--- config.mk ---
export PLATFORM = sky130hd
export DESIGN_NAME = modexp_ctrl
export DESIGN_NICKNAME = d
export VERILOG_FILES = /design/src/rtl/modexp_pkg.sv /design/src/rtl/modexp_ctrl.sv
export SDC_FILE = /design/constraint.sdc
export NUM_CORES = 1
export LEC_CHECK = 0
export CORE_AREA = 2 2 225 227
export CTS_CLUSTER_DIAMETER = 200
export DETAILED_ROUTE_END_ITERATION = 16
export DIE_AREA = 0 0 227 229
export GPL_ROUTABILITY_DRIVEN = 1
export GPL_TIMING_DRIVEN = 0
export MAX_ROUTING_LAYER = met4
export PLACE_DENSITY_LB_ADDON = 0.12
export RECOVER_POWER = 100
export SLEW_MARGIN = 30
export SYNTH_ARGS = -nofsm -noshare
export SYNTH_HDL_FRONTEND = slang
export SYNTH_SLANG_ARGS = --single-unit
--- constraint.sdc ---
create_clock -name CLK -period 3.2 [get_ports CLK]
set_input_delay 0.64 -clock CLK [delete_from_list [all_inputs] [get_ports CLK]]
set_output_delay 0.64 -clock CLK [all_outputs]
set_load 0.02 [all_outputs]
--- src/rtl/modexp_pkg.sv ---
// Shared definitions for the modular exponentiation controller and the
// blocks around it (Montgomery multiplier, operand registers).
package modexp_pkg;

   // Operand width of message, exponent, modulus and result.
   localparam int MODEXP_BITS = 64;

   // Controller states. Each multiply state (TOM_M .. FROMM) is split into
   // an issue phase and a wait phase, tracked by modexp_phase_e.
   typedef enum logic [2:0] {
      ST_IDLE  = 3'd0,
      ST_TOM_M = 3'd1,
      ST_TOM_X = 3'd2,
      ST_SQR   = 3'd3,
      ST_MUL   = 3'd4,
      ST_FROMM = 3'd5,
      ST_FIN   = 3'd6
   } modexp_state_e;

   typedef enum logic {
      PH_ISSUE = 1'b0,
      PH_WAIT  = 1'b1
   } modexp_phase_e;

endpackage

--- src/rtl/modexp_ctrl.sv ---
// Left-to-right square-and-multiply controller driving an external
// Montgomery multiplier (MM(a,b) = a*b*R^-1 mod n, R = 2^BITS).
//
// Multiplier handshake: mm_start is a one-cycle pulse, registered, with
// mm_a/mm_b valid in that same cycle (issue phase). mm_a/mm_b then stay
// frozen until mm_done, a one-cycle pulse with mm_p valid in the same cycle,
// is seen during the wait phase. The next mm_start is launched from the
// edge that samples mm_done, so it appears one cycle later at the earliest.
// mm_done seen in any other phase or state is ignored.
module modexp_ctrl
   import modexp_pkg::*;
#(
   parameter int BITS = MODEXP_BITS
) (
   input  logic            CLK,
   input  logic            RESET,
   input  logic            START,
   input  logic [BITS-1:0] m,
   input  logic [BITS-1:0] e,
   input  logic [BITS-1:0] n,
   input  logic [BITS-1:0] r2,
   output logic            mm_start,
   output logic [BITS-1:0] mm_a,
   output logic [BITS-1:0] mm_b,
   output logic [BITS-1:0] mm_n,
   input  logic            mm_done,
   input  logic [BITS-1:0] mm_p,
   output logic [BITS-1:0] r,
   output logic            done,
   output logic            busy,
   output modexp_state_e   state_o,
   output modexp_phase_e   phase_o
);

   localparam int              IW      = (BITS > 1) ? $clog2(BITS) : 1;
   localparam logic [IW-1:0]   IDX_TOP = IW'(BITS - 1);
   localparam logic [BITS-1:0] ONE     = BITS'(1);

   modexp_state_e   state_q, state_d;
   modexp_phase_e   phase_q, phase_d;
   logic [IW-1:0]   idx_q, idx_d;
   logic [BITS-1:0] e_q, e_d;
   logic [BITS-1:0] n_q, n_d;
   logic [BITS-1:0] r2_q, r2_d;
   logic [BITS-1:0] mbar_q, mbar_d;
   logic [BITS-1:0] mm_a_q, mm_a_d;
   logic [BITS-1:0] mm_b_q, mm_b_d;
   logic            mm_start_q, mm_start_d;
   logic [BITS-1:0] r_q, r_d;
   logic            done_q, done_d;

   // State and operand registers; synchronous reset wins over everything.
   always_ff @(posedge CLK) begin
      if (RESET) begin
         state_q    <= ST_IDLE;
         phase_q    <= PH_ISSUE;
         idx_q      <= IDX_TOP;
         e_q        <= '0;
         n_q        <= '0;
         r2_q       <= '0;
         mbar_q     <= '0;
         mm_a_q     <= '0;
         mm_b_q     <= '0;
         mm_start_q <= 1'b0;
         r_q        <= '0;
         done_q     <= 1'b0;
      end else begin
         state_q    <= state_d;
         phase_q    <= phase_d;
         idx_q      <= idx_d;
         e_q        <= e_d;
         n_q        <= n_d;
         r2_q       <= r2_d;
         mbar_q     <= mbar_d;
         mm_a_q     <= mm_a_d;
         mm_b_q     <= mm_b_d;
         mm_start_q <= mm_start_d;
         r_q        <= r_d;
         done_q     <= done_d;
      end
   end

   // Next-state logic: each completed multiply selects the next op and loads
   // its operands. The running value xbar is never stored separately: it is
   // always the mm_p just returned, fed straight into the next operands.
   always_comb begin
      state_d    = state_q;
      phase_d    = phase_q;
      idx_d      = idx_q;
      e_d        = e_q;
      n_d        = n_q;
      r2_d       = r2_q;
      mbar_d     = mbar_q;
      mm_a_d     = mm_a_q;
      mm_b_d     = mm_b_q;
      mm_start_d = 1'b0;
      r_d        = r_q;
      done_d     = done_q;

      case (state_q)
         ST_IDLE, ST_FIN: begin
            if (START) begin
               e_d        = e;
               n_d        = n;
               r2_d       = r2;
               idx_d      = IDX_TOP;
               done_d     = 1'b0;
               state_d    = ST_TOM_M;
               phase_d    = PH_ISSUE;
               mm_a_d     = m;
               mm_b_d     = r2;
               mm_start_d = 1'b1;
            end
         end
         default: begin
            if (phase_q == PH_ISSUE) begin
               phase_d = PH_WAIT;
            end else if (mm_done) begin
               phase_d    = PH_ISSUE;
               mm_start_d = 1'b1;
               if (state_q == ST_TOM_M) begin
                  mbar_d  = mm_p;
                  state_d = ST_TOM_X;
                  mm_a_d  = ONE;
                  mm_b_d  = r2_q;
               end else if (state_q == ST_FROMM) begin
                  r_d        = mm_p;
                  done_d     = 1'b1;
                  state_d    = ST_FIN;
                  mm_start_d = 1'b0;
               end else if (state_q == ST_TOM_X) begin
                  state_d = ST_SQR;
                  mm_a_d  = mm_p;
                  mm_b_d  = mm_p;
               end else if (state_q == ST_SQR && e_q[idx_q]) begin
                  state_d = ST_MUL;
                  mm_a_d  = mbar_q;
                  mm_b_d  = mm_p;
               end else if (idx_q == '0) begin
                  state_d = ST_FROMM;
                  mm_a_d  = mm_p;
                  mm_b_d  = ONE;
               end else begin
                  idx_d   = idx_q - IW'(1);
                  state_d = ST_SQR;
                  mm_a_d  = mm_p;
                  mm_b_d  = mm_p;
               end
            end
         end
      endcase
   end

   assign mm_start = mm_start_q;
   assign mm_a     = mm_a_q;
   assign mm_b     = mm_b_q;
   assign mm_n     = n_q;
   assign r        = r_q;
   assign done     = done_q;
   assign busy     = (state_q != ST_IDLE) && (state_q != ST_FIN);
   assign state_o  = state_q;
   assign phase_o  = phase_q;

endmodule

Word-level counts from Yosys, hierarchy flattened
Index checks and enable logic that the tools add are counted.
{ "totals": {"register_bits": 460, "latchBits": 0, "ramBits": 0, "romBits": 0, "inputBits": 324, "out_inout_bits": 263, "word_cells": 97, "mem_count": 0} }
{ "op_classes": {"n_addsub": 1, "n_mul": 0, "n_div": 0, "order_cmp": 1, "eq_ne": 13, "shift": 0, "mux": 52, "bitwise_logic": 2, "reduce_logical": 16} }
{ "ops": {"columns": ["op", "count"], "rows": [
  ["$mux W64", 17],
  ["$mux W6", 9],
  ["$mux W3", 9],
  ["$mux W1", 16],
  ["$ne A2 B1 Y1 const B", 5],
  ["$reduce_and A5 Y1", 2],
  ["$reduce_and A4 Y1", 2],
  ["$reduce_and A8 Y1", 1],
  ["$lt A6 B7 Y1 const B", 1],
  ["$bmux W1 S6", 1],
  ["$eq A3 B2 Y1 const B", 2],
  ["$eq A3 B3 Y1 const B", 2],
  ["$logic_not A6 Y1", 1],
  ["$reduce_bool A2 Y1", 3],
  ["$sub A6 B1 Y6 const B", 1],
  ["$eq A3 B1 Y1 const B", 1],
  ["$logic_not A3 Y1", 1],
  ["$ne A3 B2 Y1 const B", 1],
  ["$ne A3 B3 Y1 const B", 1],
  ["$reduce_and A3 Y1", 1],
  ["$reduce_bool A3 Y1", 1],
  ["$logic_and A1 B1 Y1", 2],
  ["$ne A2 B2 Y1 const B", 1],
  ["$not A1 Y1", 2],
  ["2 further kinds", 2]
]} }

Logic depth before layout (Yosys ltp)
Gate-level depths: netlist of run 1.
{ "depth": {"word_depth": 10, "depth_mapped": 12, "ltp_nobuf": 9} }

Worst setup path after synthesis of run 1
No wires, ideal clock.
{ "synth_path": {"kind": "flip-flop to flip-flop", "start": "register idx_q[1]", "end": "register mm_a_q[0], in the netlist mm_a[0]", "setup_ns": 0.116, "t_arrival_ns": 2.392, "required_ns": 3.084, "slack_ns": 0.692, "path_stages_with_launch": 10, "path_buffers": 2, "period_less_slack_ns": 2.508, "cell_sequence": "dfxtp_1 -> buf_6 -> mux4_2 -> nor2_1 -> nor3_1 -> o41ai_4 -> a211oi_4 -> buf_6 -> or4_1 -> a31o_1"} }
{ "synth_between": {"elab_chain_cells": 10} }
{ "synth_rtl": {"columns": ["element", "line", "rtl"], "rows": [
  ["start, declared", "modexp_ctrl.sv:41", "logic [IW-1:0] idx_q, idx_d;"],
  ["start signal, assigned", "modexp_ctrl.sv:70", "idx_q <= idx_d;"],
  ["$bmux W1 S6", "modexp_ctrl.sv:135", "end else if (state_q == ST_SQR && e_q[idx_q]) begin"],
  ["$mux W1 (not written as such)", "modexp_ctrl.sv:135", null],
  ["$logic_and A1 B1 Y1", "modexp_ctrl.sv:135", null],
  ["$mux W64", "modexp_ctrl.sv:135", null],
  ["$mux W64", "modexp_ctrl.sv:131", "end else if (state_q == ST_TOM_X) begin"],
  ["$mux W64", "modexp_ctrl.sv:126", "end else if (state_q == ST_FROMM) begin"],
  ["$mux W64", "modexp_ctrl.sv:121", "if (state_q == ST_TOM_M) begin"],
  ["$mux W64", "modexp_ctrl.sv:118", "end else if (mm_done) begin"],
  ["$mux W64", "modexp_ctrl.sv:116", "if (phase_q == PH_ISSUE) begin"],
  ["$mux W64", "modexp_ctrl.sv:100", "case (state_q)"],
  ["end signal, assigned", "modexp_ctrl.sv:75", "mm_a_q <= mm_a_d;"],
  ["end, declared", "modexp_ctrl.sv:46", "logic [BITS-1:0] mm_a_q, mm_a_d;"]
]} }
No other way between the ends. The select of a mux whose other input is x is not followed.
A chain may end at the register's enable or synchronous reset.

Worst setup path in the final report of run 1
{ "layout_path": {"start": "register idx_q[0]", "end": "register mm_b_q[20], in the netlist mm_b[20]"} }
{ "layout_between": {"elab_chain_cells": 10, "word_cells_on_any_way": 12, "classes_between": "mux (10); reduce/logical (2)"} }
{ "layout_rtl": {"columns": ["element", "line", "rtl"], "rows": [
  ["$bmux W1 S6", "modexp_ctrl.sv:135", null],
  ["$mux W1 (not written as such)", "modexp_ctrl.sv:135", null],
  ["$logic_and A1 B1 Y1", "modexp_ctrl.sv:135", null],
  ["$mux W64 *", "modexp_ctrl.sv:135", null],
  ["$mux W64 *", "modexp_ctrl.sv:131", null],
  ["$mux W64 *", "modexp_ctrl.sv:126", null],
  ["$mux W64 *", "modexp_ctrl.sv:121", null],
  ["$mux W64 *", "modexp_ctrl.sv:118", null],
  ["$mux W64 *", "modexp_ctrl.sv:116", null],
  ["$mux W64 *", "modexp_ctrl.sv:100", null],
  ["end signal, assigned", "modexp_ctrl.sv:76", "mm_b_q <= mm_b_d;"],
  ["end, declared", "modexp_ctrl.sv:47", "logic [BITS-1:0] mm_b_q, mm_b_d;"]
]} }
Mark *: on every way between the ends. The rest lies on a longest branch, timed or not. The select of a mux whose other input is x is not followed.

==> key figures, run 1 <==
Yosys
  – Post-Synthesis Cell Area: 19,700 um^2
  – Largest family of logic cells by synthesized area: compound AO/OA/AOI/OAI gates
  – Simple-gate share of the synthesized area: 0.210
  – Post-synth ARST share: 0
  – Mapped Cells: 2,431
  – Syn_nets: 2,756
  – Most used flip-flop cell after synthesis: dfxtp_1
  – Synth Area per Inst: 8.12 um^2
  – Seq/Total Area, Yosys: 0.466
  – Synth Area in XOR/XNOR: 0.000444
  – Number of synthesized flops with an enable pin: 0
  – Mux contribution to synthesized area: 0.0190
  – #FFs+latches synth: 460
  – Synth Area in Compound Gates: 0.251
  – Unique cell type count in the Yosys netlist: 50
  – Post-synthesis adder-cell area fraction: 0.000634
  – Synth top area cells: dfxtp_1 (47%), nand2_1 (14%), a21oi_1 (9.9%)
  – Yosys warning total: 0
  – Yosys top cell area share: 0.466
  – Post-synth top area cell: dfxtp_1

Drt
  – DR WL/cell: 22.3 um
  – Via count: 21,200
  – Drt first-iter violations: 1,609
  – DRT Wirelength: 84,600 um
  – Vias per Instance: 5.58
  – DRT Pass-1 Iters: 8
  – ANT nets after route: 0
  – Post-route DRC: 0

CTS
  – CTS tree: built
  – CTS buffer count: 50
  – Max Root-Sink Buffers: 3
  – Sink Count: 460
  – Later-pin clock latency in the skew report: 600 ps
  – Worst-path clk slew: 60 ps
  – H-tree depth reported by CTS: 2
  – Root buffer selected by CTS: clkbuf_16
  – Hold buffer count at CTS: 0

Floorplanning
  – Die height: 229 um
  – Core area: 49,700 um^2
  – Starting Density: 0.398
  – Row count: 82
  – Boundary Pins: 587
  – Die area: 52,000 um^2
  – Die W: 227 um

STA
  – Final Skew: 19.2 ps
  – Final worst path period share: 0.974
  – RSZ-0062 raised after global routing: no
  – Period minus WS final: 3120 ps
  – Worst Slack Setup Final: 84.2 ps
  – Slew @ Worst Pin: 1120 ps
  – Slew Viols, Final: 0
  – Max-slew headroom: 0.251
  – Fin Hold WS: 450 ps
  – Fmax: 0.321 GHz
  – Final setup violation count: 0
  – Endpoints failing hold: 0

Critical path
  – Worst Path Buf+Inv: 4
  – Crit path max fanout: 10
  – Largest stage delay on the critical path: 520 ps
  – CP max stage cell: mux4_2
  – Crit end category: flip-flop
  – WP data required: 3660 ps
  – Critical path, cell by cell: clkbuf_4, mux4_2, mux2i_1, nor2_1, o41ai_4, a211oi_4, buf_12, buf_4, clkbuf_2, o311ai_0, a211oi_1
  – Crit start category: flip-flop
  – Critical path origin: idx_q[0]
  – Largest delay share family, worst path: compound AO/OA/AOI/OAI gates
  – Arr. time, crit path: 3570 ps
  – Worst reg2reg startpoint: idx_q[0]
  – Crit Path Class: reg2reg

Place
  – Buffers on Ports: 585
  – RePlAce Congestion: 0.897
  – Pre-CTS setup slack: -854 ps
  – DP HPWL: 64,000 um

Global route
  – Met2 Track Usage GR: 0.531
  – Grt ovf: 0
  – Vias in the first global route: 20,500
  – Initial antenna violation count: 18
  – First-pass GRT wire length: 124,000 um
  – Largest net degree at the start of global routing: 14
  – Met1 Use GR: 0.371
  – Met3 usage: 0.0722
  – GRT Resource Usage Total: 0.322
  – Most Crowded Layer GR: met2

Final layout
  – Final Core Density: 0.567
  – Layout cells sized above 1: 0.0637
  – P&R area growth vs syn: 42.7%
  – Final Net Count: 3,397

Power
  – Lkg Pwr: 0.0103 uW
  – Pwr/cell area: 558 nW/um^2
  – Peak supply drop: 0.000392 V

Worst hold path
  – Hold/Removal Path Class: reg2reg
  – Hold path start: mm_n[62]

Status
  – Outcome: finished clean

Job
  – Max-cap violation count: 0
==> metal layers <==
layer / routed length, um / part of all wire / vias up
met2: 40800 / 0.48 / 945
met3: 7100 / 0.084 / 182
met4: 3960 / 0.047 / 0
met5: 0 / 0 / -
li1: - / - / 9897
met1: 32700 / 0.39 / 10200
==> cell usage after synthesis (2+ instances only) <==
library cell,n
a211oi_1,63
a21oi_1,390
a221oi_1,63
a22oi_1,2
a311oi_1,16
a311oi_2,50
and2_1,2
and3_1,2
buf_1,15
buf_2,4
buf_4,3
buf_6,7
clkbuf_1,206
clkbuf_2,6
dfxtp_1,460
inv_1,6
mux2i_1,6
mux4_2,14
nand2_1,713
nand2b_1,6
nand3_1,4
nand3b_1,67
nor2_1,79
nor2b_1,3
nor3_1,16
nor4_1,4
o21ai_0,69
o311ai_0,62
o311ai_1,3
o31ai_1,3
or3_1,66
or4_1,3
==> path summary, 6_finish.rpt <==
path / to / slack, ps / cells after the start
setup / recovery: mm_b[20] / 80 / 11
hold reg to reg: mm_n[62] / 450 / 2
hold / removal: mm_n[62] / 450 / 2
setup reg to reg: mm_b[20] / 80 / 11
==> cell usage in the layout (no fill, tap or decap), types with 38 or more instances in the layout <==
cell type,synthesis,final
a211oi_1,63,63
a21oi_1,390,390
a221oi_1,63,63
a311oi_2,50,38
clkbuf_1,206,193
clkbuf_16,0,51
clkdlybuf4s50_1,0,322
dfxtp_1,460,458
dlygate4sd3_1,0,262
nand2_1,713,713
nand3b_1,67,67
nor2_1,79,77
o21ai_0,69,69
or3_1,66,66
==> power by group <==
part	total, uW	switching (uW)	internal [uW]
Combinational	3490	2110	1380
Clock	5820	2410	3410
Sequential	6420	263	6160
==> kinds of logic after synthesis <==
group                    after synthesis
buffers and inverters                249
flip-flops                           460
AO/OA/AOI/OAI                        731
multiplexers                          20
AND/OR/NAND/NOR                      969
XOR/XNOR                               1
adder cells (fa/ha/maj)                1
==> repair_timing <==
item / CTS / global route
gates resized for setup: 23 / 68
hold endpoints to repair: 0 / 0
endpoints found under the setup margin: 289 / 184
pin swaps: 1 / 3
buffers inserted: 4 / 0
==> final cells by class <==
class / count / area [um^2]
Fill cell: 4634 / 21500
Multi-Input combinational cell: 1722 / 9450
Sequential cell: 460 / 9210
Timing Repair Buffer: 591 / 5910
Clock buffer: 74 / 1470
Buffer: 241 / 1060
Tap cell: 672 / 841
Clock inverter: 14 / 153
Antenna cell: 19 / 47.5
Inverter: 6 / 23.8
==> registers in the layout (all words and copies together), names as in the netlist <==
register  cells
phase_o       1
mm_n         64
r2_q         64
r            64
mm_start      1
mbar_q       64
done          1
state_o       3
mm_b         64
e_q          64
idx_q         6
mm_a         64
==> through the flow <==
step,power [uW],instances,setup TNS (ps),instance area [um^2]
after floorplan,8280,2431,0,19700
after global placement,10000,3688,-131080,26400
after detailed placement,10100,3690,-77500,26500
after CTS,15900,3780,0,28100
after global routing,16300,3798,0,28200
final,15700,3799,0,28200
==> tightest hold or removal path: stages (launching register included) <==
cell and delay [ps]:
dfxtp_1 300, nand2_1 50, a21oi_1 50
Note: power is estimated with default switching activity, not from simulation.
==> run 2: changes to the inputs <==
--- a/config.mk
+++ b/config.mk
@@ -5,10 +5,12 @@
 export SDC_FILE = /design/constraint.sdc
 export NUM_CORES = 1
 export LEC_CHECK = 0
-export CORE_AREA = 2 2 225 227
+export ABC_AREA = 1
+export CAP_MARGIN = 25
+export CORE_AREA = 2 2 231 233
 export CTS_CLUSTER_DIAMETER = 200
 export DETAILED_ROUTE_END_ITERATION = 16
-export DIE_AREA = 0 0 227 229
+export DIE_AREA = 0 0 233 235
 export GPL_ROUTABILITY_DRIVEN = 1
 export GPL_TIMING_DRIVEN = 0
 export MAX_ROUTING_LAYER = met4
==> key figures, run 2 <==
Power
  – Lkg Pwr: 0.0123 uW (+20%)
  – Peak supply drop: 0.000386 V (-1.7%)
  – Final Total Pwr: 15,600 uW (-0.69%)
  – Pwr/cell area: 561 nW/um^2 (+0.43%)

Final layout
  – Final Core Density: 0.533 (-0.0340)
  – Layout cells sized above 1: 0.0519 (-0.0118)
  – Leading cell type in the layout, fill and taps excluded: a21oi_1
  – Final Net Count: 3,662 (+7.8%)
  – P&R area growth vs syn: 41.7%
  – Most frequent cells in the layout: a21oi_1 (487), nand2_1 (484), dfxtp_1 (460)

Floorplanning
  – Die area: 54,800 um^2 (+5.3%)
  – Starting Density: 0.376 (-0.0213)
  – Row count: 84 (+2.4%)
  – Die W: 233 um (+2.6%)
  – Boundary Pins: 587 (unchanged)
  – Core area: 52,200 um^2 (+5.2%)
  – Die height: 235 um (+2.6%)

CTS
  – Root buffer selected by CTS: clkbuf_16
  – Sink Count: 460 (unchanged)
  – CTS tree: built
  – Hold buffer count at CTS: 0 (unchanged)
  – Later-pin clock latency in the skew report: 600 ps (about the same)
  – CTS buffer count: 52 (+4.0%)
  – H-tree depth reported by CTS: 2 (unchanged)
  – Post-CTS setup buffers: 0 (-4)
  – Worst-path clk slew: 60 ps (about the same)
  – CTS resizes: 0 (-100%)
  – Max Root-Sink Buffers: 3 (unchanged)

Place
  – RePlAce Congestion: 0.929 (+3.5%)
  – Buffers on Ports: 585 (unchanged)
  – Pre-CTS setup slack: -221 ps (+633 ps)
  – DP HPWL: 64,000 um (about the same)

Yosys
  – Syn_nets: 3,024 (+9.7%)
  – Most numerous cell in the Yosys netlist: nand2_1
  – Mapped Cells: 2,699 (+11%)
  – Post-synth ARST share: 0 (unchanged)
  – #FFs+latches synth: 460 (unchanged)
  – Most used flip-flop cell after synthesis: dfxtp_1
  – Synth top area cells: dfxtp_1 (47%), a21oi_1 (12%), nand2_1 (9.2%)
  – Seq/Total Area, Yosys: 0.469 (+0.00211)
  – Unique cell type count in the Yosys netlist: 31 (-38%)
  – Yosys top cell area share: 0.469 (+0.00211)
  – Post-Synthesis Cell Area: 19,700 um^2 (-0.45%)
  – Synth Area per Inst: 7.28 um^2 (-10%)
  – Post-synth top area cell: dfxtp_1
  – Post-synth top cells: nand2_1 (483), a21oi_1 (482), dfxtp_1 (460)
  – Yosys warning total: 0 (unchanged)
  – Number of synthesized flops with an enable pin: 0 (unchanged)

Drt
  – DRT Wirelength: 83,100 um (-1.8%)
  – ANT nets after route: 0 (unchanged)
  – Drt first-iter violations: 1,585 (-1.5%)
  – Vias per Instance: 5.19 (-7.0%)
  – DR WL/cell: 20.4 um (-8.3%)
  – Via count: 21,100 (-0.47%)
  – DRT Pass-1 Iters: 6 (-2)
  – Post-route DRC: 0 (unchanged)

STA
  – Final setup violation count: 0 (unchanged)
  – Max-slew headroom: 0.327 (+0.0766)
  – Endpoints failing hold: 0 (unchanged)
  – RSZ-0062 raised after global routing: no
  – Final setup TNS: 0 ps (unchanged)
  – Period minus WS final: 3010 ps (-103 ps)
  – Slew @ Worst Pin: 1010 ps (-115 ps)
  – Fmax: 0.332 GHz (+3.4%)
  – Final Skew: 11.6 ps (-7.63 ps)
  – Fin Hold WS: 460 ps (+10.2 ps)
  – Worst Slack Setup Final: 187 ps (+103 ps)
  – Slew Viols, Final: 0 (unchanged)
  – Final worst path period share: 0.942 (-0.0321)

Critical path
  – Crit path max fanout: 10 (unchanged)
  – WP data required: 3670 ps (about the same)
  – Arr. time, crit path: 3480 ps (-90 ps)
  – Top cell by count, worst path: nand2_1
  – Largest stage delay on the critical path: 520 ps (about the same)
  – Crit Path Class: reg2reg
  – Crit start category: flip-flop
  – CP max stage cell: clkbuf_1
  – Critical path, cell by cell: clkbuf_1, nand3_1, nand2_1, nand2_1, nand2_1, nand2_1, nand2_1, inv_2, nand2_2, nand2_1, buf_8, clkbuf_2, o211ai_1, a21oi_1
  – Crit end category: flip-flop

Global route
  – Vias in the first global route: 20,500 (+0.093%)
  – Initial antenna violation count: 8 (-10)
  – Grt ovf: 0 (unchanged)
  – Largest net degree at the start of global routing: 20 (+6)
  – GRT Resource Usage Total: 0.302 (-0.0196)
  – First-pass GRT wire length: 123,000 um (-0.39%)

Job
  – Max-cap violation count: 0 (unchanged)

Worst hold path
  – Hold/Removal Path Class: reg2reg

Status
  – Outcome: finished clean
-- run 2: where the power goes --
part,internal [uW],switching (uW)
logic,1290,2010
clock network,3440,2450
registers,6190,251
-- run 2: routing by layer --
| layer | global-route usage | wire (um) | vias up |
|---|---|---|---|
| met4 | 0.0724 | 1820 | 0 |
| met2 | 0.495 | 39700 | 791 |
| met3 | 0.0593 | 6120 | 111 |
| met5 | - | 0 | - |
| li1 | - | - | 10200 |
| met1 | 0.382 | 35400 | 10000 |
-- run 2: cell families after synthesis --
group / Yosys count / share of synthesized area
AO/OA/AOI/OAI: 968 / 0.270
XOR/XNOR: 3 / 0.00134
adder cells (fa/ha/maj): 1 / 0.000637
buffers and inverters: 429 / 0.0929
flip-flops: 460 / 0.469
AND/OR/NAND/NOR: 838 / 0.166
-- run 2: critical path: cells and delay by family (launching register included) --
kind | cells | cell delay [ps]
buffers and inverters | 4 | 1050
AOI/OAI and AO/OA | 2 | 480
DFF | 1 | 450
and+or+nand+nor | 8 | 890
-- run 2: final timing paths --
path         startpoint       end  cells past startpoint  slack (ps)
min            mm_b[57]  mm_b[57]                      2         460
max reg2reg    idx_q[2]   mm_a[4]                     14         190
min reg2reg    mm_b[57]  mm_b[57]                      2         460
max            idx_q[2]   mm_a[4]                     14         190
-- run 2: layout make-up --
cell class                      instances  area [um^2]
Multi-Input combinational cell       1810         8490
Clock buffer                           81         1580
Inverter                              210          796
Fill cell                            5117        24400
Buffer                                218          971
Clock inverter                          8         65.1
Tap cell                              688          861
Sequential cell                       460         9210
Timing Repair Buffer                  585         5860
Antenna cell                            8         20.0
-- run 2: metrics by stage --
step	cell area [um^2]	std cells
floorplan	19700	2699
global placement	26400	3972
detailed placement	26400	3972
CTS	28000	4060
global route	27900	4068
finish	27900	4068
